$ cat src/rtl/synth_pkg.sv
// Shared types and constants for the synth parameter controller.
// Latency: n/a (package only).
// Backpressure: n/a (package only).
package synth_pkg;

  // Envelope phase encoding, also driven straight out on env_phase
  typedef enum logic [2:0] {
    PH_IDLE    = 3'd0,
    PH_ATTACK  = 3'd1,
    PH_DECAY   = 3'd2,
    PH_SUSTAIN = 3'd3,
    PH_RELEASE = 3'd4
  } env_phase_t;

  // Parameter table layout: index == nibble position inside params
  localparam int unsigned NUM_PARAMS = 5;
  localparam logic [2:0]  P_VOL      = 3'd0;
  localparam logic [2:0]  P_ATTACK   = 3'd1;
  localparam logic [2:0]  P_DECAY    = 3'd2;
  localparam logic [2:0]  P_SUSTAIN  = 3'd3;
  localparam logic [2:0]  P_RELEASE  = 3'd4;

  // Parameter values loaded by reset
  localparam logic [3:0]  VOL_RST     = 4'd15;
  localparam logic [3:0]  ATTACK_RST  = 4'd2;
  localparam logic [3:0]  DECAY_RST   = 4'd4;
  localparam logic [3:0]  SUSTAIN_RST = 4'd10;
  localparam logic [3:0]  RELEASE_RST = 4'd6;

  localparam logic [2:0]  OCT_MAX = 3'd7;

  // x*17 maps 0..15 onto 0..255; it is just the nibble repeated
  function automatic logic [7:0] scale17(input logic [3:0] v);
    return {v, v};
  endfunction

  // Per-tick envelope step: larger parameter means slower slope
  function automatic logic [7:0] step_of(input logic [3:0] v);
    return 8'd16 - {4'd0, v};
  endfunction

endpackage

$ cat src/rtl/sync_edge.sv
// Two-flop synchroniser for one asynchronous level, plus rising-edge pulse.
// Latency: level valid 2 edges after input change; rise is high in the cycle after that.
// Backpressure: none; rise is a single-cycle pulse per 0->1 transition.
module sync_edge (
  input  logic CLOCK_50,
  input  logic rst_n,
  input  logic din,
  output logic level,
  output logic rise
);

  logic s1;
  logic s2;
  logic s2_d;

  // Metastability chain plus one delayed copy for edge detection
  always_ff @(posedge CLOCK_50) begin
    if (!rst_n) begin
      s1   <= 1'b0;
      s2   <= 1'b0;
      s2_d <= 1'b0;
    end else begin
      s1   <= din;
      s2   <= s1;
      s2_d <= s2;
    end
  end

  assign level = s2;
  assign rise  = s2 & ~s2_d;

endmodule

$ cat src/rtl/synth_param_ctrl.sv
// Synth control: octave, five ADSR/volume params and an ADSR envelope generator.
// Latency: decoder inputs act on the 3rd CLOCK_50 edge after first being sampled high.
// Backpressure: none; every input edge is consumed, envelope steps once per tick.
module synth_param_ctrl
  import synth_pkg::*;
#(
  parameter int unsigned TICK_DIV  = 50000,
  parameter int unsigned OCT_RESET = 4
) (
  input  logic        CLOCK_50,
  input  logic [3:0]  KEY,
  input  logic [3:0]  note,
  input  logic        note_in,
  input  logic        octave_minus_minus,
  input  logic        octave_plus_plus,
  input  logic        ADSR_minus_minus,
  input  logic        ADSR_plus_plus,
  input  logic [2:0]  ADSR_selector,
  output logic [3:0]  note_out,
  output logic [2:0]  octave,
  output logic [19:0] params,
  output logic        gate,
  output logic [2:0]  env_phase,
  output logic [7:0]  env_level
);

  localparam int unsigned      CNT_W    = (TICK_DIV > 1) ? $clog2(TICK_DIV) : 1;
  localparam logic [CNT_W-1:0] CNT_LAST = CNT_W'(TICK_DIV - 1);

  logic       rst_n;
  logic [2:0] unused_key;
  assign rst_n      = KEY[0];
  assign unused_key = KEY[3:1];

  // ---------------- input synchronisers ----------------
  logic       gate_rise;
  logic       oct_up_rise;
  logic       oct_dn_rise;
  logic       adsr_up_rise;
  logic       adsr_dn_rise;
  logic [3:0] unused_lvl;

  sync_edge u_sync_gate (
    .CLOCK_50 (CLOCK_50), .rst_n (rst_n), .din (note_in),
    .level    (gate),     .rise  (gate_rise)
  );
  sync_edge u_sync_oct_up (
    .CLOCK_50 (CLOCK_50),      .rst_n (rst_n), .din (octave_plus_plus),
    .level    (unused_lvl[0]), .rise  (oct_up_rise)
  );
  sync_edge u_sync_oct_dn (
    .CLOCK_50 (CLOCK_50),      .rst_n (rst_n), .din (octave_minus_minus),
    .level    (unused_lvl[1]), .rise  (oct_dn_rise)
  );
  sync_edge u_sync_adsr_up (
    .CLOCK_50 (CLOCK_50),      .rst_n (rst_n), .din (ADSR_plus_plus),
    .level    (unused_lvl[2]), .rise  (adsr_up_rise)
  );
  sync_edge u_sync_adsr_dn (
    .CLOCK_50 (CLOCK_50),      .rst_n (rst_n), .din (ADSR_minus_minus),
    .level    (unused_lvl[3]), .rise  (adsr_dn_rise)
  );

  // Selector gets the same 2-flop delay so it lines up with the ADSR edges
  logic [2:0] sel_s1;
  logic [2:0] sel_q;

  // Selector synchroniser
  always_ff @(posedge CLOCK_50) begin
    if (!rst_n) begin
      sel_s1 <= 3'd0;
      sel_q  <= 3'd0;
    end else begin
      sel_s1 <= ADSR_selector;
      sel_q  <= sel_s1;
    end
  end

  // ---------------- octave ----------------
  logic [2:0] octave_q;

  // Saturating octave up/down; simultaneous edges cancel
  always_ff @(posedge CLOCK_50) begin
    if (!rst_n) begin
      octave_q <= 3'(OCT_RESET);
    end else if (oct_up_rise && !oct_dn_rise && octave_q != OCT_MAX) begin
      octave_q <= octave_q + 3'd1;
    end else if (oct_dn_rise && !oct_up_rise && octave_q != 3'd0) begin
      octave_q <= octave_q - 3'd1;
    end
  end

  assign octave = octave_q;

  // ---------------- parameter table ----------------
  logic [NUM_PARAMS-1:0][3:0] prm;

  // Saturating update of the selected entry; selectors 5..7 match nothing
  always_ff @(posedge CLOCK_50) begin
    if (!rst_n) begin
      prm[P_VOL]     <= VOL_RST;
      prm[P_ATTACK]  <= ATTACK_RST;
      prm[P_DECAY]   <= DECAY_RST;
      prm[P_SUSTAIN] <= SUSTAIN_RST;
      prm[P_RELEASE] <= RELEASE_RST;
    end else begin
      for (int i = 0; i < NUM_PARAMS; i++) begin
        if (sel_q == 3'(i)) begin
          if (adsr_up_rise && !adsr_dn_rise && prm[i] != 4'hF) begin
            prm[i] <= prm[i] + 4'd1;
          end else if (adsr_dn_rise && !adsr_up_rise && prm[i] != 4'h0) begin
            prm[i] <= prm[i] - 4'd1;
          end
        end
      end
    end
  end

  assign params = prm;

  // ---------------- tick generator ----------------
  logic [CNT_W-1:0] tick_cnt;
  logic             tick;

  assign tick = (tick_cnt == CNT_LAST);

  // Free-running envelope time base, independent of envelope phase
  always_ff @(posedge CLOCK_50) begin
    if (!rst_n) begin
      tick_cnt <= '0;
    end else if (tick) begin
      tick_cnt <= '0;
    end else begin
      tick_cnt <= tick_cnt + CNT_W'(1);
    end
  end

  // ---------------- derived envelope targets ----------------
  logic [7:0] peak;
  logic [7:0] sus_raw;
  logic [7:0] sus;
  logic [7:0] step_a;
  logic [7:0] step_d;
  logic [7:0] step_r;

  assign peak    = scale17(prm[P_VOL]);
  assign sus_raw = scale17(prm[P_SUSTAIN]);
  assign sus     = (sus_raw < peak) ? sus_raw : peak;
  assign step_a  = step_of(prm[P_ATTACK]);
  assign step_d  = step_of(prm[P_DECAY]);
  assign step_r  = step_of(prm[P_RELEASE]);

  // ---------------- envelope FSM ----------------
  env_phase_t phase_q;
  env_phase_t phase_d;
  logic [7:0] level_q;
  logic [7:0] level_d;
  logic [3:0] note_q;
  logic [3:0] note_d;
  logic [8:0] att_sum;
  logic [8:0] dec_diff;
  logic [8:0] rel_diff;

  // Bit 8 of each carries overflow / borrow
  assign att_sum  = {1'b0, level_q} + {1'b0, step_a};
  assign dec_diff = {1'b0, level_q} - {1'b0, step_d};
  assign rel_diff = {1'b0, level_q} - {1'b0, step_r};

  // Envelope state register; reset aborts straight to IDLE
  always_ff @(posedge CLOCK_50) begin
    if (!rst_n) begin
      phase_q <= PH_IDLE;
      level_q <= 8'd0;
      note_q  <= 4'd0;
    end else begin
      phase_q <= phase_d;
      level_q <= level_d;
      note_q  <= note_d;
    end
  end

  // Next phase/level: gate rise beats everything, gate low forces release,
  // otherwise slopes advance only on tick
  always_comb begin
    phase_d = phase_q;
    level_d = level_q;
    note_d  = note_q;
    if (gate_rise) begin
      note_d  = note;
      phase_d = PH_ATTACK;
    end else begin
      case (phase_q)
        PH_IDLE: begin
          level_d = 8'd0;
        end
        PH_ATTACK: begin
          if (!gate) begin
            phase_d = PH_RELEASE;
          end else if (tick) begin
            if (att_sum[8] || att_sum[7:0] >= peak) begin
              level_d = peak;
              phase_d = PH_DECAY;
            end else begin
              level_d = att_sum[7:0];
            end
          end
        end
        PH_DECAY: begin
          if (!gate) begin
            phase_d = PH_RELEASE;
          end else if (tick) begin
            if (dec_diff[8] || dec_diff[7:0] <= sus) begin
              level_d = sus;
              phase_d = PH_SUSTAIN;
            end else begin
              level_d = dec_diff[7:0];
            end
          end
        end
        PH_SUSTAIN: begin
          if (!gate) begin
            phase_d = PH_RELEASE;
          end else begin
            level_d = sus;
          end
        end
        PH_RELEASE: begin
          if (tick) begin
            if (rel_diff[8] || rel_diff[7:0] == 8'd0) begin
              level_d = 8'd0;
              phase_d = PH_IDLE;
            end else begin
              level_d = rel_diff[7:0];
            end
          end
        end
        default: begin
          phase_d = PH_IDLE;
          level_d = 8'd0;
        end
      endcase
    end
  end

  assign note_out  = note_q;
  assign env_phase = phase_q;
  assign env_level = level_q;

endmodule

$ cat config.mk
export PLATFORM = sky130hd
export DESIGN_NAME = synth_param_ctrl
export DESIGN_NICKNAME = d
export VERILOG_FILES = /design/src/rtl/synth_pkg.sv /design/src/rtl/sync_edge.sv /design/src/rtl/synth_param_ctrl.sv
export SDC_FILE = /design/constraint.sdc
export NUM_CORES = 1
export LEC_CHECK = 0
export BUFFER_PORTS_ARGS = -buffer_cell sky130_fd_sc_hd__buf_2
export CORE_MARGIN = 2
export CORE_UTILIZATION = 60
export DETAILED_ROUTE_END_ITERATION = 10
export PLACE_DENSITY = 0.84
export SYNTH_ARGS = -nofsm -noshare
export SYNTH_HDL_FRONTEND = slang
export SYNTH_SLANG_ARGS = --single-unit
$ cat constraint.sdc
create_clock -name CLOCK_50 -period 4.05 [get_ports CLOCK_50]
set_input_delay 1.0125 -clock CLOCK_50 [delete_from_list [all_inputs] [get_ports CLOCK_50]]
set_output_delay 1.0125 -clock CLOCK_50 [all_outputs]
set_load 0.02 [all_outputs]
==> results of run 1 <==
## report_power, final
group          total (mW)  leakage [nW]  switching, mW  internal, mW
clock               0.620         0.102          0.326         0.294
sequential          0.778         0.610         0.0214         0.757
combinational       0.202          1.79          0.122        0.0801
## flip-flops by register name, summed over array words and instances (netlist names)
signal,count
params,20
tick_cnt,16
env_level,8
note_out,4
env_phase,3
octave,3
sel_q,3
sel_s1,3
u_sync_adsr_dn.level,1
u_sync_adsr_dn.s1,1
u_sync_adsr_dn.s2_d,1
u_sync_adsr_up.level,1
u_sync_adsr_up.s1,1
u_sync_adsr_up.s2_d,1
u_sync_gate.level,1
u_sync_gate.s1,1
u_sync_gate.s2_d,1
u_sync_oct_dn.level,1
u_sync_oct_dn.s1,1
u_sync_oct_dn.s2_d,1
u_sync_oct_up.level,1
u_sync_oct_up.s1,1
u_sync_oct_up.s2_d,1
## routing by layer
layer  wire length, um  GRT usage [%]  up-vias  share of wire (%)
li1                  -              -     2357                  -
met5                 0              0        -                  0
met4               367           11.9        0                2.7
met3               861           4.53       34                6.4
met2              6480           47.1      193                 48
met1              5780           36.0     2311                 43
## cells in the mapped netlist, drive strengths merged, types with 2 or more instances
master and count:
nand2 53, nand3 17, o41ai 4, nand2b 14, nor3 11, and2 27, a211o 2, or3b 2
a41oi 2, nor2b 11, a21oi 44, a2111o 2, fa 9, xnor2 29, o211ai 8, nand4 8
ha 53, buf 3, nor2 51, o22ai 2, o21a 4, dfxtp 75, and3 5, a31oi 9
a211oi 7, inv 31, o31a 7, or3 9, mux2 4, clkbuf 12, nor4b 4, nor3b 4
xor2 18, a221oi 2, mux2i 13, a311oi 2, or2 3, a21o 10, a22oi 3, o21ai 34
## layout make-up
cell class / count / area (um^2) / share of cell area (%)
multi-input combinational: 502 / 3610 / 60.5
timing repair buffer: 69 / 388 / 6.51
clock inverter: 7 / 83.8 / 1.41
inverter: 31 / 116 / 1.95
clock buffer: 9 / 124 / 2.08
tap: 108 / 135 / 2.27
sequential: 75 / 1500 / 25.2
## timing repair
| item | 4_1_cts | 5_1_grt |
|---|---|---|
| hold buffers | 0 | 0 |
| buffers inserted | 0 | 2 |
| gates resized for setup | 0 | 13 |
| endpoints found under the setup margin | 0 | 9 |
## worst min path at each step
| stage | start | to | slack [ns] | cells after the start |
|---|---|---|---|---|
| 2_1_floorplan | sel_s1[0] | sel_q[0] | 0.41 | 1 |
| 3_3_place_gp | u_sync_oct_dn.s1 | u_sync_oct_dn.level | 0.41 | 1 |
| 3_5_place_dp | u_sync_gate.s1 | u_sync_gate.level | 0.42 | 1 |
| 4_1_cts | u_sync_gate.s1 | u_sync_gate.level | 0.44 | 1 |
| 5_1_grt | sel_s1[0] | sel_q[0] | 0.46 | 1 |
| 6_report | u_sync_gate.s1 | u_sync_gate.level | 0.43 | 1 |
## kinds of logic after synthesis
| group | count (synthesis) |
|---|---|
| buffers and inverters | 46 |
| flip-flops | 75 |
| multiplexers | 17 |
| adder cells (fa/ha/maj) | 62 |
| AO/OA/AOI/OAI | 153 |
| AND/OR/NAND/NOR | 223 |
| XOR/XNOR | 47 |
## placed cells by master (no fill, tap or decap), types with 3 or more instances in the layout
cell	count
nor3_1	11
o21a_1	4
a211oi_1	7
o21ai_1	3
xor2_1	18
mux2_2	4
nand2b_1	14
nand3_1	17
a21o_1	10
o211ai_1	8
buf_2	52
o21ai_0	30
ha_1	51
or3_1	9
nand4_1	8
a22oi_1	3
buf_4	17
clkbuf_8	9
a21oi_1	43
nor3b_1	3
mux2i_1	13
a31oi_1	9
xnor2_1	29
clkinv_4	3
inv_1	30
nor2b_1	11
and2_1	27
nand2_1	52
nor2_1	50
o41ai_1	4
o31a_1	7
dfxtp_1	73
and3_1	5
fa_1	9
==> metrics.txt, run 1 <==
HPWL Detailed=9.99 mm; family with the most delay on the worst path=compound AO/OA/AOI/OAI gates; r2r worst-path depth=17; Site Rows=34; CP cell instances=inv_1, ha_2, inv_1, ha_1, nor2b_1, o31a_1, o21ai_2, nand2b_1, xnor2_1, ha_1, a211oi_1, nor2_1, o31ai_1, buf_4, o211ai_1, or4_1, a21oi_1; Syn Area/Cell=8.43 um^2; Clock H-tree levels=3; area grow syn2layout=13.5%; Post-Synth XOR/XNOR Area=7.84%; most area-hungry cell type in the Yosys netlist=dfxtp_1; crit-path max cell delay=0.49 ns; CTS max path bufs=2; post-synthesis mux area share=3.34%; Synth top area share=28.6%; Worst setup EP type=flop; kind of critical path=reg -> reg; asr flop ratio synth=0%; Post-Synth Simple-Gate Area=22.0%; Fin. Hold Viols=0; Slew @ Worst Pin=1.18 ns; Hold WC Path Type=reg -> reg; Die Height=97.6 um; DRT antenna net count=0; Peak VDD IR=0.287 mV; Root Buffer=clkbuf_8; final core utilization=69.3%; Starting Density=61.1%; die area=9520 um^2; Synth Flop Type=dfxtp_1; Remaining DRCs=0; post-synth net total=702; RSZ-0062 raised after global routing=no; Filler cells=679; Setup Skew=0.0105 ns; number of global-route vias before repair=4626; setup TNS=0 ns; Critical Path Sink=env_phase[1]; post-placement cell count=783; n_diodes=0; largest family of logic cells by synthesized area=simple AND/OR/NAND/NOR gates; r2r startpoint=params[9]; P per Cell Area=269 nW/um^2; cell count along the critical path=17; first-pass GRT wire length=21.8 mm; WL/cell=16.8 um; FF+latch count, synth=75; Crit path required time=4.34 ns; status=completed; worst-skew pair later-pin latency=0.37 ns; core area=8590 um^2; Routed Wire Length=13.5 mm; fmax=0.259 GHz; grt ovf=0; pin count of the biggest net entering global routing=40; Final #Nets=767; Synth Warn #=0; Non-Filler Instances=801; routed vias=4895; IO buf count=52; fin worst setup slack=0.196 ns; CTS tree=yes; routability congestion estimate=1.01; placed cell area=5700 um^2; r2r setup slk=0.20 ns; Num CTS Buffers=9; Adder-Cell Fraction of Synth Area=16.1%; max-slew violations=0; initial antenna violation count=0; Max FO, Critical Path=4; register area share after synthesis=28.6%; synth top area cells=dfxtp_1, ha_1, xnor2_1, a21oi_1, nand2_1; initial drt markers=402; WP buf/inv=3; all-layer global routing usage=28.2%; crit path from=params[9]; Clock Sinks=75; clock-pin slew on the worst setup and hold paths=0.09 ns; Post-synth EDFFs=0; Top-Level Pins=56; Final period util=95.2%; Cell variety after synth=60; static leakage=2.50 nW; via/cell ratio=6.11; synthesized area=5250 um^2; Startpoint Class=flop; Place WS=0.134 ns; DRT Pass-1 Iters=5; relative slew slack=20.6%; Synth Area in Compound Gates=18.8%; Final Critical Period=3.85 ns; Setup violations, final=0; die width=97.6 um; Post-Syn Instances=623; slowest stage cell, crit path=or4_1; reg-to-reg endpoint=env_phase[1]; Overall Power=1.60 mW; Worst EP arrival=4.15 ns; share of cells above drive strength 1=15.6%; Final Cell Area=5960 um^2; hold_ws=0.434 ns; Max Cap Viol=0
(Power assumes the default switching activity.)
==> inputs of run 2 (changes only) <==
--- a/config.mk
+++ b/config.mk
@@ -12,4 +12,5 @@
 export PLACE_DENSITY = 0.84
 export SYNTH_ARGS = -nofsm -noshare
 export SYNTH_HDL_FRONTEND = slang
+export SYNTH_HIERARCHICAL = 1
 export SYNTH_SLANG_ARGS = --single-unit
==> run 2 against run 1 <==
Against the previous run:
- first-iteration DRC count fell by 8.7%
- utilization increased by 3.1 points
- synthesized cell count decreased by 0.48%
- cell count is 1.1% higher
- fmax decreased by 3.8%
- largest cell class unchanged
- highest routed layer unchanged
==> metrics.txt, run 2 <==
CP cell instances=buf_4, nor3_4, xnor2_2, ha_1, o21ai_1, nor2_1, o21a_1, o211ai_1, xnor2_1, ha_1, nand2_2, or4_4, o2111ai_4, mux2_4, a221o_1, a32oi_1, o21ai_1; Worst setup EP type=flop; Setup violations, final=0 (unchanged); register area share after synthesis=28.4% (-0.24 points); most common library cell in the layout ignoring fill and taps=dfxtp_1; Syn Area/Cell=8.54 um^2 (+1.3%); reg-to-reg endpoint=env_level[3]; post-synth net total=698 (-0.57%); pin count of the biggest net entering global routing=38 (-5.0%); asr flop ratio synth=0% (unchanged); r2r startpoint=params[5]; P per Cell Area=261 nW/um^2 (-2.6%); slowest stage cell, crit path=or4_4; r2r setup slk=0.04 ns (-0.15 ns); all-layer global routing usage=27.5% (-0.62 points); Post-Synth XOR/XNOR Area=7.77% (-0.065 points); Post-Syn Instances=620 (-0.48%); hold path start=u_sync_oct_dn/s1; static leakage=2.72 nW (+8.8%); top cells by count, synth=dfxtp_1, ha_1, nor2_1, nand2_1, a21oi_1; Cell variety after synth=65 (+8.3%); Crit path required time=4.29 ns (-0.05 ns); status=completed; n_diodes=0 (unchanged); Final Critical Period=4.01 ns (+0.153 ns); DRT antenna net count=0 (unchanged); Setup Skew=0.0129 ns (+0.00238 ns); setup TNS=0 ns (unchanged); Synth Warn #=6 (+6); Peak VDD IR=0.285 mV (-0.77%); Root Buffer=clkbuf_8; Max Cap Viol=0 (unchanged); hold worst-path end=u_sync_oct_dn/level; initial antenna violation count=0 (unchanged); relative slew slack=60.1% (+39 points); kind of critical path=reg -> reg; final core utilization=72.4% (+3.1 points); routed vias=4872 (-0.47%); Routed Wire Length=13.8 mm (+2.7%); CTS tree=yes; Synth top area share=28.4% (-0.24 points); grt ovf=0 (unchanged); Place WS=0.0117 ns (-0.122 ns); Site Rows=34 (unchanged); initial drt markers=367 (-8.7%); # hold bufs at CTS=0 (unchanged); number of global-route vias before repair=4756 (+2.8%); synth top area cells=dfxtp_1, ha_1, xnor2_1, and2_1, a21oi_1; core area=8640 um^2 (+0.50%); Die Height=97.9 um (+0.40%); Synth Flop Type=dfxtp_1; share of cells above drive strength 1=21.8% (+6.2 points); DRT Pass-1 Iters=5 (unchanged); Hold WC Path Type=reg -> reg; max-slew violations=0 (unchanged); clock-pin slew on the worst setup and hold paths=0.09 ns (about the same); Synth Area in Compound Gates=17.4% (-1.5 points); Slew @ Worst Pin=0.594 ns (-0.581 ns); Remaining DRCs=0 (unchanged); commonest non-fill, non-tap cells in the layout=dfxtp_1, buf_2, nor2_1; die area=9590 um^2 (+0.80%); IO buf count=52 (unchanged); max reg flops=20 (unchanged); Clock H-tree levels=3 (unchanged); routability congestion estimate=0.968 (-3.8%); fin worst setup slack=0.0435 ns (-0.153 ns); Fin. Hold Viols=0 (unchanged); Overall Power=1.64 mW (+2.2%); fmax=0.250 GHz (-3.8%); Adder-Cell Fraction of Synth Area=15.7% (-0.37 points); largest family of logic cells by synthesized area=simple AND/OR/NAND/NOR gates; Post-synth EDFFs=0 (unchanged); first-pass GRT wire length=21.8 mm (-0.13%); FF+latch count, synth=75 (unchanged); Starting Density=61.3% (+0.21 points); Final period util=98.9% (+3.8 points); Post-Synth Simple-Gate Area=23.3% (+1.3 points); r2r worst-path depth=17 (unchanged); Filler cells=669 (-1.5%); Num CTS Buffers=9 (unchanged); HPWL Detailed=9.75 mm (-2.4%); Hold Crit Depth=1 (unchanged); Max FO, Critical Path=6 (+2); count leader, synth=dfxtp_1; Worst EP arrival=4.24 ns (+0.09 ns); post-synthesis mux area share=3.47% (+0.14 points); Clock Sinks=75 (unchanged); via/cell ratio=6.01 (-1.6%); Final #Nets=776 (+1.2%); most area-hungry cell type in the Yosys netlist=dfxtp_1; CTS max path bufs=2 (unchanged); worst-skew pair later-pin latency=0.36 ns (about the same); area grow syn2layout=18.1%; die width=97.9 um (+0.40%); crit-path max cell delay=0.51 ns (+0.02 ns); Startpoint Class=flop; WL/cell=17.1 um (+1.5%); Top-Level Pins=56 (unchanged); synthesized area=5300 um^2 (+0.83%)
## run 2: power breakdown
group          switching (mW)  total, mW  internal (mW)
clock network           0.307      0.672          0.365
registers              0.0192      0.775          0.755
logic                   0.108      0.189         0.0810
## run 2: worst max path at each step
stage	start	endpoint	slack [ns]	cells after the start
finish	params[5]	env_level[3]	0.04	17
global route	params[8]	env_level[7]	-0.07	18
CTS	params[4]	env_level[3]	0.007	16
detailed placement	params[4]	env_level[3]	0.01	16
global placement	params[4]	env_level[3]	0.11	16
floorplan	params[5]	env_level[2]	0.02	17
## run 2: layout make-up
class	instances	area, um^2	area share (%)
clock inverters	5	86.3	1.38
well taps	108	135	2.16
clock buffers	10	138	2.20
flip-flops and latches	75	1510	24.1
inverters	34	128	2.04
multi-input cells	492	3740	59.8
repair buffers	86	515	8.24
## run 2: cell families (layout without fill, tap and decap cells)
logic type	after synthesis	in the layout
AO/OA/AOI/OAI	140	140
XOR/XNOR	47	47
adder cells (fa/ha/maj)	61	61
buffers and inverters	53	135
flip-flops	75	75
multiplexers	18	18
AND/OR/NAND/NOR	226	226
## run 2: routing by layer
layer | GRT usage (%) | up-vias | share of wire (%)
li1 | - | 2333 | -
met1 | 33.3 | 2286 | 40
met2 | 47.9 | 202 | 50
met3 | 5.08 | 51 | 5.9
met4 | 11.6 | 0 | 3.4
met5 | 0 | - | 0
## run 2: critical path, delay by kind of cell, from the launching register on
family	cells	cell delay [ns]
AO/OA/AOI/OAI	7	1.09
AND/OR/NAND/NOR	4	0.98
adder cells (fa/ha/maj)	2	0.68
flip-flops	1	0.33
multiplexers	1	0.33
XOR/XNOR	2	0.31
buffers and inverters	1	0.16
## run 2: per-stage QoR
step | area [um^2] | hold slack, ns | cells
2_1_floorplan | 5300 | 0.406 | 620
3_3_place_gp | 5750 | 0.408 | 781
3_5_place_dp | 5750 | 0.420 | 781
4_1_cts | 6000 | 0.432 | 796
5_1_grt | 6260 | 0.455 | 810
6_report | 6260 | 0.433 | 810
## run 2: what timing repair did
action                                 in CTS  in global routing
setup endpoints to repair                   3                 10
resized for setup                           6                 40
endpoints found under the hold margin       0                  0
setup buffers                               0                 14
pin swaps                                   0                 33
